`src/rtl/memoria_pkg.sv`:
```
// Shared definitions for the nRisc data-memory responder: FSM states,
// default port address and the wait-counter width.
package memoria_pkg;

    typedef enum logic [1:0] {
        OCIOSO   = 2'd0,
        ESPERA   = 2'd1,
        RESPONDE = 2'd2,
        RETORNO  = 2'd3
    } estado_t;

    localparam logic [7:0] END_PORTA_PADRAO = 8'hFF;
    localparam int         LARG_CONT        = 4;

    // True when the address is neither the output port nor backed by RAM.
    function automatic logic fora_de_faixa(input logic [7:0] endereco,
                                           input logic [7:0] porta,
                                           input int         profundidade);
        return (endereco != porta) && (32'(endereco) >= 32'(profundidade));
    endfunction

endpackage

```
`src/rtl/memoria_dados_resp_if.sv`:
```
// Data-port bundle between the nRisc core (master) and the memory responder (slave).
interface memoria_dados_resp_if;

    logic       LerMem;
    logic       EscMem;
    logic [7:0] EndMemDados;
    logic [7:0] DadoEscritoMem;
    logic [7:0] DadoLidoMem;
    logic       Pronto;
    logic       Ocupado;
    logic       Erro;
    logic [7:0] SaidaPorta;

    modport master (
        output LerMem, EscMem, EndMemDados, DadoEscritoMem,
        input  DadoLidoMem, Pronto, Ocupado, Erro, SaidaPorta
    );

    modport slave (
        input  LerMem, EscMem, EndMemDados, DadoEscritoMem,
        output DadoLidoMem, Pronto, Ocupado, Erro, SaidaPorta
    );

endinterface

```
`src/rtl/ram_dados_sinc.sv`:
```
// Synchronous-write, registered-read byte array. Contents and read port are not reset;
// the read register only changes on an enabled read.
module ram_dados_sinc #(
    parameter int PROFUNDIDADE = 256,
    parameter int LARG_END     = $clog2(PROFUNDIDADE)
) (
    input  logic                clk,
    input  logic                en,
    input  logic                we,
    input  logic [LARG_END-1:0] endereco,
    input  logic [7:0]          din,
    output logic [7:0]          dout
);

    logic [7:0] mem_r [PROFUNDIDADE];
    logic [7:0] dout_r;

    // Single port: a write leaves the last read value on dout untouched.
    always_ff @(posedge clk) begin
        if (en) begin
            if (we) begin
                mem_r[endereco] <= din;
            end else begin
                dout_r <= mem_r[endereco];
            end
        end
    end

    assign dout = dout_r;

endmodule

```
`src/rtl/memoria_dados_resp.sv`:
```
// nRisc data-memory responder: latches a request, waits ESPERAS cycles, then performs
// the RAM / output-port access and pulses Pronto, followed by one dead cycle.
module memoria_dados_resp import memoria_pkg::*; #(
    parameter int         PROFUNDIDADE = 256,
    parameter int         ESPERAS      = 2,
    parameter logic [7:0] END_PORTA    = END_PORTA_PADRAO
) (
    input  logic                 Clock,
    input  logic                 ResetN,
    memoria_dados_resp_if.slave  bus
);

    localparam int                   LARG_END = $clog2(PROFUNDIDADE);
    localparam logic [LARG_CONT-1:0] CARGA    = LARG_CONT'(ESPERAS);

    estado_t              estado_r;
    logic [LARG_CONT-1:0] cont_r;
    logic [7:0]           end_r;
    logic [7:0]           dado_r;
    logic [7:0]           saida_r;
    logic [7:0]           lido_r;
    logic                 ler_r;
    logic                 esc_r;
    logic                 usa_ram_r;
    logic                 pronto_r;
    logic                 ocupado_r;
    logic                 erro_r;

    logic                 ambos_s;
    logic                 porta_s;
    logic                 fora_s;
    logic                 ram_ok_s;
    logic                 ram_en_s;
    logic [7:0]           ram_dout_s;

    // Classify the latched request; the categories are mutually exclusive.
    always_comb begin
        ambos_s  = 1'b0;
        porta_s  = 1'b0;
        fora_s   = 1'b0;
        ram_ok_s = 1'b0;
        if (ler_r && esc_r) begin
            ambos_s = 1'b1;
        end else if (end_r == END_PORTA) begin
            porta_s = 1'b1;
        end else if (fora_de_faixa(end_r, END_PORTA, PROFUNDIDADE)) begin
            fora_s = 1'b1;
        end else begin
            ram_ok_s = 1'b1;
        end
    end

    assign ram_en_s = ram_ok_s && (estado_r == RESPONDE);

    ram_dados_sinc #(
        .PROFUNDIDADE (PROFUNDIDADE),
        .LARG_END     (LARG_END)
    ) u_ram (
        .clk      (Clock),
        .en       (ram_en_s),
        .we       (esc_r),
        .endereco (end_r[LARG_END-1:0]),
        .din      (dado_r),
        .dout     (ram_dout_s)
    );

    // Access sequencer with registered handshake outputs and the port register.
    always_ff @(posedge Clock or negedge ResetN) begin
        if (!ResetN) begin
            estado_r  <= OCIOSO;
            cont_r    <= '0;
            end_r     <= 8'h00;
            dado_r    <= 8'h00;
            saida_r   <= 8'h00;
            lido_r    <= 8'h00;
            ler_r     <= 1'b0;
            esc_r     <= 1'b0;
            usa_ram_r <= 1'b0;
            pronto_r  <= 1'b0;
            ocupado_r <= 1'b0;
            erro_r    <= 1'b0;
        end else begin
            pronto_r <= 1'b0;
            erro_r   <= 1'b0;
            case (estado_r)
                OCIOSO: begin
                    if (bus.LerMem || bus.EscMem) begin
                        end_r     <= bus.EndMemDados;
                        dado_r    <= bus.DadoEscritoMem;
                        ler_r     <= bus.LerMem;
                        esc_r     <= bus.EscMem;
                        cont_r    <= CARGA;
                        ocupado_r <= 1'b1;
                        estado_r  <= (ESPERAS == 0) ? RESPONDE : ESPERA;
                    end else begin
                        ocupado_r <= 1'b0;
                    end
                end
                ESPERA: begin
                    if (cont_r <= 4'd1) begin
                        cont_r   <= 4'd0;
                        estado_r <= RESPONDE;
                    end else begin
                        cont_r <= cont_r - 4'd1;
                    end
                end
                RESPONDE: begin
                    pronto_r <= 1'b1;
                    erro_r   <= ambos_s || fora_s;
                    estado_r <= RETORNO;
                    // A RAM read lands in ram_dout_s on this same edge.
                    if (porta_s && esc_r) begin
                        saida_r <= dado_r;
                    end else if (porta_s) begin
                        lido_r    <= saida_r;
                        usa_ram_r <= 1'b0;
                    end else if (fora_s && ler_r) begin
                        lido_r    <= 8'h00;
                        usa_ram_r <= 1'b0;
                    end else if (ram_ok_s && ler_r) begin
                        usa_ram_r <= 1'b1;
                    end else begin
                        usa_ram_r <= usa_ram_r;
                    end
                end
                RETORNO: begin
                    ocupado_r <= 1'b0;
                    estado_r  <= OCIOSO;
                end
                default: begin
                    ocupado_r <= 1'b0;
                    estado_r  <= OCIOSO;
                end
            endcase
        end
    end

    assign bus.DadoLidoMem = usa_ram_r ? ram_dout_s : lido_r;
    assign bus.Pronto      = pronto_r;
    assign bus.Ocupado     = ocupado_r;
    assign bus.Erro        = erro_r;
    assign bus.SaidaPorta  = saida_r;

endmodule

```
`src/flat_wrapper.sv`:
```
// flat-port wrapper written by rule: the top's interface ports become plain ports
module memoria_dados_resp_flat import memoria_pkg::*;
#(
    parameter int         PROFUNDIDADE = 256,
    parameter int         ESPERAS      = 2,
    parameter logic [7:0] END_PORTA    = END_PORTA_PADRAO
)
  (Clock, ResetN, bus_LerMem, bus_EscMem, bus_EndMemDados, bus_DadoEscritoMem, bus_DadoLidoMem, bus_Pronto, bus_Ocupado, bus_Erro, bus_SaidaPorta);
  memoria_dados_resp_if bus_i ();
  input  logic Clock;
  input  logic ResetN;
  input wire logic [$bits(bus_i.LerMem)-1:0] bus_LerMem;
  input wire logic [$bits(bus_i.EscMem)-1:0] bus_EscMem;
  input wire logic [$bits(bus_i.EndMemDados)-1:0] bus_EndMemDados;
  input wire logic [$bits(bus_i.DadoEscritoMem)-1:0] bus_DadoEscritoMem;
  output wire logic [$bits(bus_i.DadoLidoMem)-1:0] bus_DadoLidoMem;
  output wire logic [$bits(bus_i.Pronto)-1:0] bus_Pronto;
  output wire logic [$bits(bus_i.Ocupado)-1:0] bus_Ocupado;
  output wire logic [$bits(bus_i.Erro)-1:0] bus_Erro;
  output wire logic [$bits(bus_i.SaidaPorta)-1:0] bus_SaidaPorta;
  assign bus_i.LerMem = bus_LerMem;
  assign bus_i.EscMem = bus_EscMem;
  assign bus_i.EndMemDados = bus_EndMemDados;
  assign bus_i.DadoEscritoMem = bus_DadoEscritoMem;
  assign bus_DadoLidoMem = bus_i.DadoLidoMem;
  assign bus_Pronto = bus_i.Pronto;
  assign bus_Ocupado = bus_i.Ocupado;
  assign bus_Erro = bus_i.Erro;
  assign bus_SaidaPorta = bus_i.SaidaPorta;
  memoria_dados_resp #(.PROFUNDIDADE(PROFUNDIDADE), .ESPERAS(ESPERAS), .END_PORTA(END_PORTA)) u_core (.Clock(Clock), .ResetN(ResetN), .bus(bus_i));
endmodule
```
`config.mk`:
```
export PLATFORM = sky130hd
export DESIGN_NAME = memoria_dados_resp_flat
export DESIGN_NICKNAME = d
export VERILOG_FILES = /design/src/rtl/memoria_pkg.sv /design/src/rtl/memoria_dados_resp_if.sv /design/src/rtl/ram_dados_sinc.sv /design/src/rtl/memoria_dados_resp.sv /design/src/flat_wrapper.sv
export SDC_FILE = /design/constraint.sdc
export NUM_CORES = 2
export LEC_CHECK = 0
export CAP_MARGIN = 15
export CORE_AREA = 2 2 370 372
export CTS_CLUSTER_SIZE = 8
export DETAILED_ROUTE_END_ITERATION = 8
export DIE_AREA = 0 0 372 374
export PLACE_DENSITY = 0.76
export SLEW_MARGIN = 15
export SYNTH_ARGS = -nofsm -noshare
export SYNTH_HDL_FRONTEND = slang
export SYNTH_SLANG_ARGS = --single-unit
```
`constraint.sdc`:
```
create_clock -name Clock -period 4.7 [get_ports Clock]
set_input_delay 1.41 -clock Clock [delete_from_list [all_inputs] [get_ports Clock]]
set_output_delay 1.41 -clock Clock [all_outputs]
set_load 0.01 [all_outputs]
```
Word-level counts from Yosys, hierarchy flattened:

Memories as Yosys holds them, arrays and structs flattened. A register that Yosys moved wholly into a read port is not among the register bits.
Index checks and enable logic that the tools add are counted.

* memory bits (writable): 2048
* bits in registers: 44
* memories kept: 1
* input port bits: 20
* output and inout bits: 19
* logic and storage cells: 60

Memory list
* u_core.u_ram.mem_r: depth 256, width 8, read ports 1, clocked after memory_dff 1, wr ports 1, line ram_dados_sinc.sv:15 `logic [7:0] mem_r [PROFUNDIDADE];`

* bitwise logic cells: 2
* magnitude comparators: 1
* $add $sub $neg: 1
* reductions and logical operators: 16
* equal/unequal tests: 6
* muxes and demuxes: 21

Operators by type and width (count)
* two-way mux 1 bit: 13
* AND reduction 2 bit: 5
* == test 8 bit (second input constant): 1
* two-way mux 4 bit: 2
* two-way mux 8 bit: 1
* one-hot mux 2 bit (4 select lines): 1
* one-hot mux 4 bit (2 select lines): 1
* AND reduction 3 bit: 2
* nonzero test 2 bit: 3
* == test 2 bit (second input constant): 2
* <= comparator 4 x 1 -> 1 bit (second input constant): 1
* logical AND 1 bit: 4
* two-way mux 2 bit: 2
* != test 2 x 1 -> 1 bit (second input constant): 2
* subtractor 4 x 1 -> 4 bit (second input constant): 1
* == test 2 x 1 -> 1 bit (second input constant): 1
* zero test 2 bit: 1
* NOT 1 bit: 2
* one-hot mux 1 bit (2 select lines): 1
* logical OR 1 bit: 1

Longest topological paths before layout:

* depth in word-level cells: 6
* depth in mapped cells: 9
* depth with buffers taken out: 7

Cells and area by module:

From an unflattened synthesis, not the netlist that was laid out.

* cell total of the unflattened synthesis: 3670
* area, all modules: 80328.3 µm²

By module, submodules not included
* ram_dados_sinc: cells an instance 3526, instances 1, area each 78376.4 µm²
* memoria_dados_resp: cells an instance 144, instances 1, area each 1951.9 µm²

Worst setup path before layout:

OpenSTA, ideal clock, no wires.

* path type: register to register
* from: register u_core.dado_r[0]
* to: memory u_core.u_ram.mem_r[0][0], data pin
* library setup time: 805 ps
* cell stages (with the launch flop): 1
* setup slack: 705 ps
* arrival time: 3190 ps
* required time: 3895 ps
* buffers on the path: 0
* path through: dfrtp_1

RTL lines
* start, declared: line memoria_dados_resp.sv:19 `logic [7:0] dado_r;`
* start signal, assigned: line memoria_dados_resp.sv:89 `dado_r <= bus.DadoEscritoMem;`
* end, declared: line ram_dados_sinc.sv:15

Straight into the memory's write port.

Worst setup path after layout:

* from: register u_core.end_r[0]
* to: register u_core.u_ram.dout_r[5] (netlist: u_core.u_ram.dout[5]), read port of u_core.u_ram.mem_r, data pin

* word-level cells in the longest chain between the ends: 5

RTL lines
* start, declared: line memoria_dados_resp.sv:18 `logic [7:0] end_r;`
* start signal, assigned: line memoria_dados_resp.sv:88 `end_r <= bus.EndMemDados;`
* == test 8 bit: line memoria_dados_resp.sv:44 `end else if (end_r == END_PORTA) begin`
* two-way mux 1 bit: line memoria_dados_resp.sv:44
* two-way mux 1 bit: line memoria_dados_resp.sv:42 `if (ler_r && esc_r) begin`
* logical AND 1 bit: line memoria_dados_resp.sv:53 `assign ram_en_s = ram_ok_s && (estado_r == RESPONDE);`
* AND reduction 2 bit (no line)
* end, declared: line ram_dados_sinc.sv:16 `logic [7:0] dout_r;`

Parallel ways exist; a longest one is shown, timed or not.
A chain may end at the register's enable or synchronous reset.

==> results.toml <==
[setup_path]
cp-end-kind = "flop"
worst-path-buf-inv = 2
reg2reg_from = "u_core.end_r[0]$_DFFE_PN0P_"
slowest_delay_ns = 1.07
cp.depth = 7
r2r-end = "u_core.u_ram.dout[5]$_DFFE_PP_"
start_kind = "flop"
path_cells = "buf_12 > buf_4 > mux4_2 > a22oi_1 > a21oi_1 > o41ai_2 > nand4_1"
critPathSlowestCell = "o41ai_2"
r2r_setup_slack_ns = 0.45
reg2reg_depth = 7
critPathCapture = "u_core.u_ram.dout[5]$_DFFE_PP_"
startpoint = "u_core.end_r[0]$_DFFE_PN0P_"
critPathArrivalTime_ns = 4.80
cp_max_fo = 45
path_class = "flop to flop"
required_ns = 5.25
crit_family = "compound AO/OA/AOI/OAI gates"

[yosys]
yosys_warnings = 0
yosys.area.top_type_share_pct = 76.7
ys_top_cells_by_area = "edfxtp_1 (77%), mux4_2 (14%), a22oi_1 (2.4%), dfrtp_1 (1.4%), nor2_1 (1.2%)"
async_flop_share_pct = 2.10
syn-instance-count = 3666
synth_seq_cells = 2100
avgSynthCellArea_um2 = 22.0
synth.most_common_cell = "edfxtp_1"
post-synth-top-area-cell = "edfxtp_1"
seq_area_frac_synth_pct = 78.1
ys_types = 39
synth_commonest_cells = "edfxtp_1 (2,056), mux4_2 (512), nor2_1 (264), a22oi_1 (256), clkbuf_1 (137)"
synthFlopType = "edfxtp_1"
syn_area_um2 = 80500
synth-edff-count = 2056

[timing]
rsz0062_at_grt = "no"
drv_slew = 0
setup_viol = 0
slew_headroom_pct = 14.8
finalCritPeriodShare_pct = 90.3
max_freq_mhz = 236
hold_violations = 0
fin_tns_setup_ns = 0
tightestPinTransition_ns = 1.26
final.setup_skew_ns = 0.0622
post-route-min-period_ns = 4.25

[finish]
final_core_util_pct = 67.9
final_layout_size_suffix_gt1_share_pct = 26.4
nFillCells = 7681
syn_to_final_growth_pct = 13.8
nets = 3947

[drt]
drc = 0
route.detailed.vias_per_inst = 7.06
drt_wl_total_mm = 200
firstDrtPassIters = 6
final_antenna_net_count = 0
wl_per_cell_um = 34.6
vias = 40800
dr.first_iter.drc_count = 6267

[power]
total_power_mw = 59.6
power.leakage_nw = 28.5
ir_worst_vdd_mv = 0.878
pwr_density_cell_nw_per_um2 = 651

[placement]
port_buffers = 38
dp_hpwl_mm = 108
routabilityCongestion = 0.831

[floorplan]
dieWidth_um = 372
ios = 39
initial_core_util_pct = 59.6
dieHeight_um = 374
core-area_um2 = 135000
placementRows = 135
die_area_um2 = 139000

[cts]
post-cts-setup-buffers = 0
cts_max_path_buffers = 4
cts_buffers = 312
clkSinkCount = 2100
post_cts_resized = 0
clock_latency_ns = 0.91
clockRootBuffer = "clkbuf_16"
clk_pin_slew_ns = 0.05
htree_levels = 5
holdBufCountCts = 0
tritoncts = "done"

[grt]
grt_pass1_wl_mm = 292
grt_start_max_net_pins = 198
track_usage_pct = 29.2
antenna_found_initial = 9
gr-total-overflow = 0
grt_pass1_vias = 41800

[status]
status = "finished, final reports clean"

[flow_run]
max_cap_violations = 0

[hold_path]
worstHoldPathType = "flop to flop"
==> worst register-to-register path, stage by stage, from the launching register on <==
cell and delay (ns):
dfrtp_4 0.68, buf_12 0.36, buf_4 0.61, mux4_2 0.62
a22oi_1 0.20, a21oi_1 0.16, o41ai_2 1.07, nand4_1 0.22
==> power breakdown <==
part           total (mW)  switching [mW]  leakage [nW]  internal [mW]
registers            24.8            1.10          19.1           23.7
logic                15.5            9.75          5.44           5.76
clock network        19.3            7.41          4.01           11.9
==> cell usage in the layout, fill, tap and decap left out, types with 3 or more instances in the layout <==
cell,instances
edfxtp_1,2056
mux4_2,512
clkbuf_16,316
nor2_1,262
a22oi_1,256
a21oi_1,130
buf_4,99
clkbuf_1,63
mux2_2,41
clkdlybuf4s50_1,37
dfrtp_1,34
nand2_1,26
buf_12,24
o41ai_1,16
o41ai_2,15
nand2_2,15
dfrtp_4,10
nand4_1,8
conb_1,8
ha_1,7
inv_1,5
nor2b_1,4
nor3_1,4
nand3_1,4
inv_6,4
diode_2,3
nand2b_1,3
o21ai_0,3
clkinv_8,3
==> kinds of logic after synthesis <==
| family | synth area share [%] |
|---|---|
| flops | 78.1 |
| fa+ha+maj | 0.109 |
| other cells | 0.00466 |
| mux | 14.9 |
| compound gates | 3.77 |
| simple gates | 1.76 |
| buf+inv | 1.37 |
==> sequential cells by signal, indices dropped and copies added, names as in the netlist <==
signal                 cells
u_core.u_ram.mem_r      2048
u_core.bus.SaidaPorta      8
u_core.dado_r              8
u_core.end_r               8
u_core.lido_r              8
u_core.u_ram.dout          8
u_core.cont_r              4
u_core.estado_r            2
u_core.bus.Erro            1
u_core.bus.Ocupado         1
u_core.bus.Pronto          1
u_core.esc_r               1
u_core.ler_r               1
u_core.usa_ram_r           1
==> metrics by stage <==
stage	instances	setup WS, ns	hold WS, ns	instance area (um2)
after floorplan	3673	0.705	0.474	80500
after global placement	5387	0.537	0.470	83400
after detailed placement	5387	0.497	0.492	83400
after CTS	5774	0.365	0.505	91600
after global routing	5774	0.290	0.521	91600
final	5777	0.454	0.490	91600
==> layout make-up <==
class                   instances  area [um2]  share of cell area, %
diodes                          3        7.51                0.00819
clock buffers                 379        8140                   8.89
clock inverters                 8        87.6                 0.0956
inverters                       5        18.8                 0.0205
multi-input cells            1340       16700                   18.2
flip-flops and latches       2100       62900                   68.6
well taps                    1781        2230                   2.43
repair buffers                161        1600                   1.75
==> how the worst min path moves through the flow <==
| stage | endpoint | slack, ns | startpoint | cells after the start |
|---|---|---|---|---|
| finish | u_core.bus.Ocupado$_DFFE_PN0P_ | 0.49 | u_core.bus.Ocupado$_DFFE_PN0P_ | 2 |
| global route | u_core.bus.Ocupado$_DFFE_PN0P_ | 0.52 | u_core.bus.Ocupado$_DFFE_PN0P_ | 2 |
| CTS | u_core.bus.Ocupado$_DFFE_PN0P_ | 0.50 | u_core.bus.Ocupado$_DFFE_PN0P_ | 2 |
| detailed placement | u_core.lido_r[3]$_DFFE_PN0P_ | 0.49 | u_core.lido_r[3]$_DFFE_PN0P_ | 1 |
| global placement | u_core.bus.Ocupado$_DFFE_PN0P_ | 0.47 | u_core.bus.Ocupado$_DFFE_PN0P_ | 2 |
| floorplan | u_core.ler_r$_DFFE_PN0P_ | 0.47 | u_core.ler_r$_DFFE_PN0P_ | 2 |
==> per-layer routing <==
| metal | global-route usage [%] | share of wire (%) | vias to the layer above |
|---|---|---|---|
| li1 | - | - | 15900 |
| met1 | 41.1 | 36 | 21300 |
| met2 | 45.2 | 48 | 3072 |
| met3 | 6.74 | 11 | 496 |
| met4 | 11.4 | 4.1 | 10 |
| met5 | 0 | 0.035 | - |
Note: power is estimated with default switching activity, not from simulation.
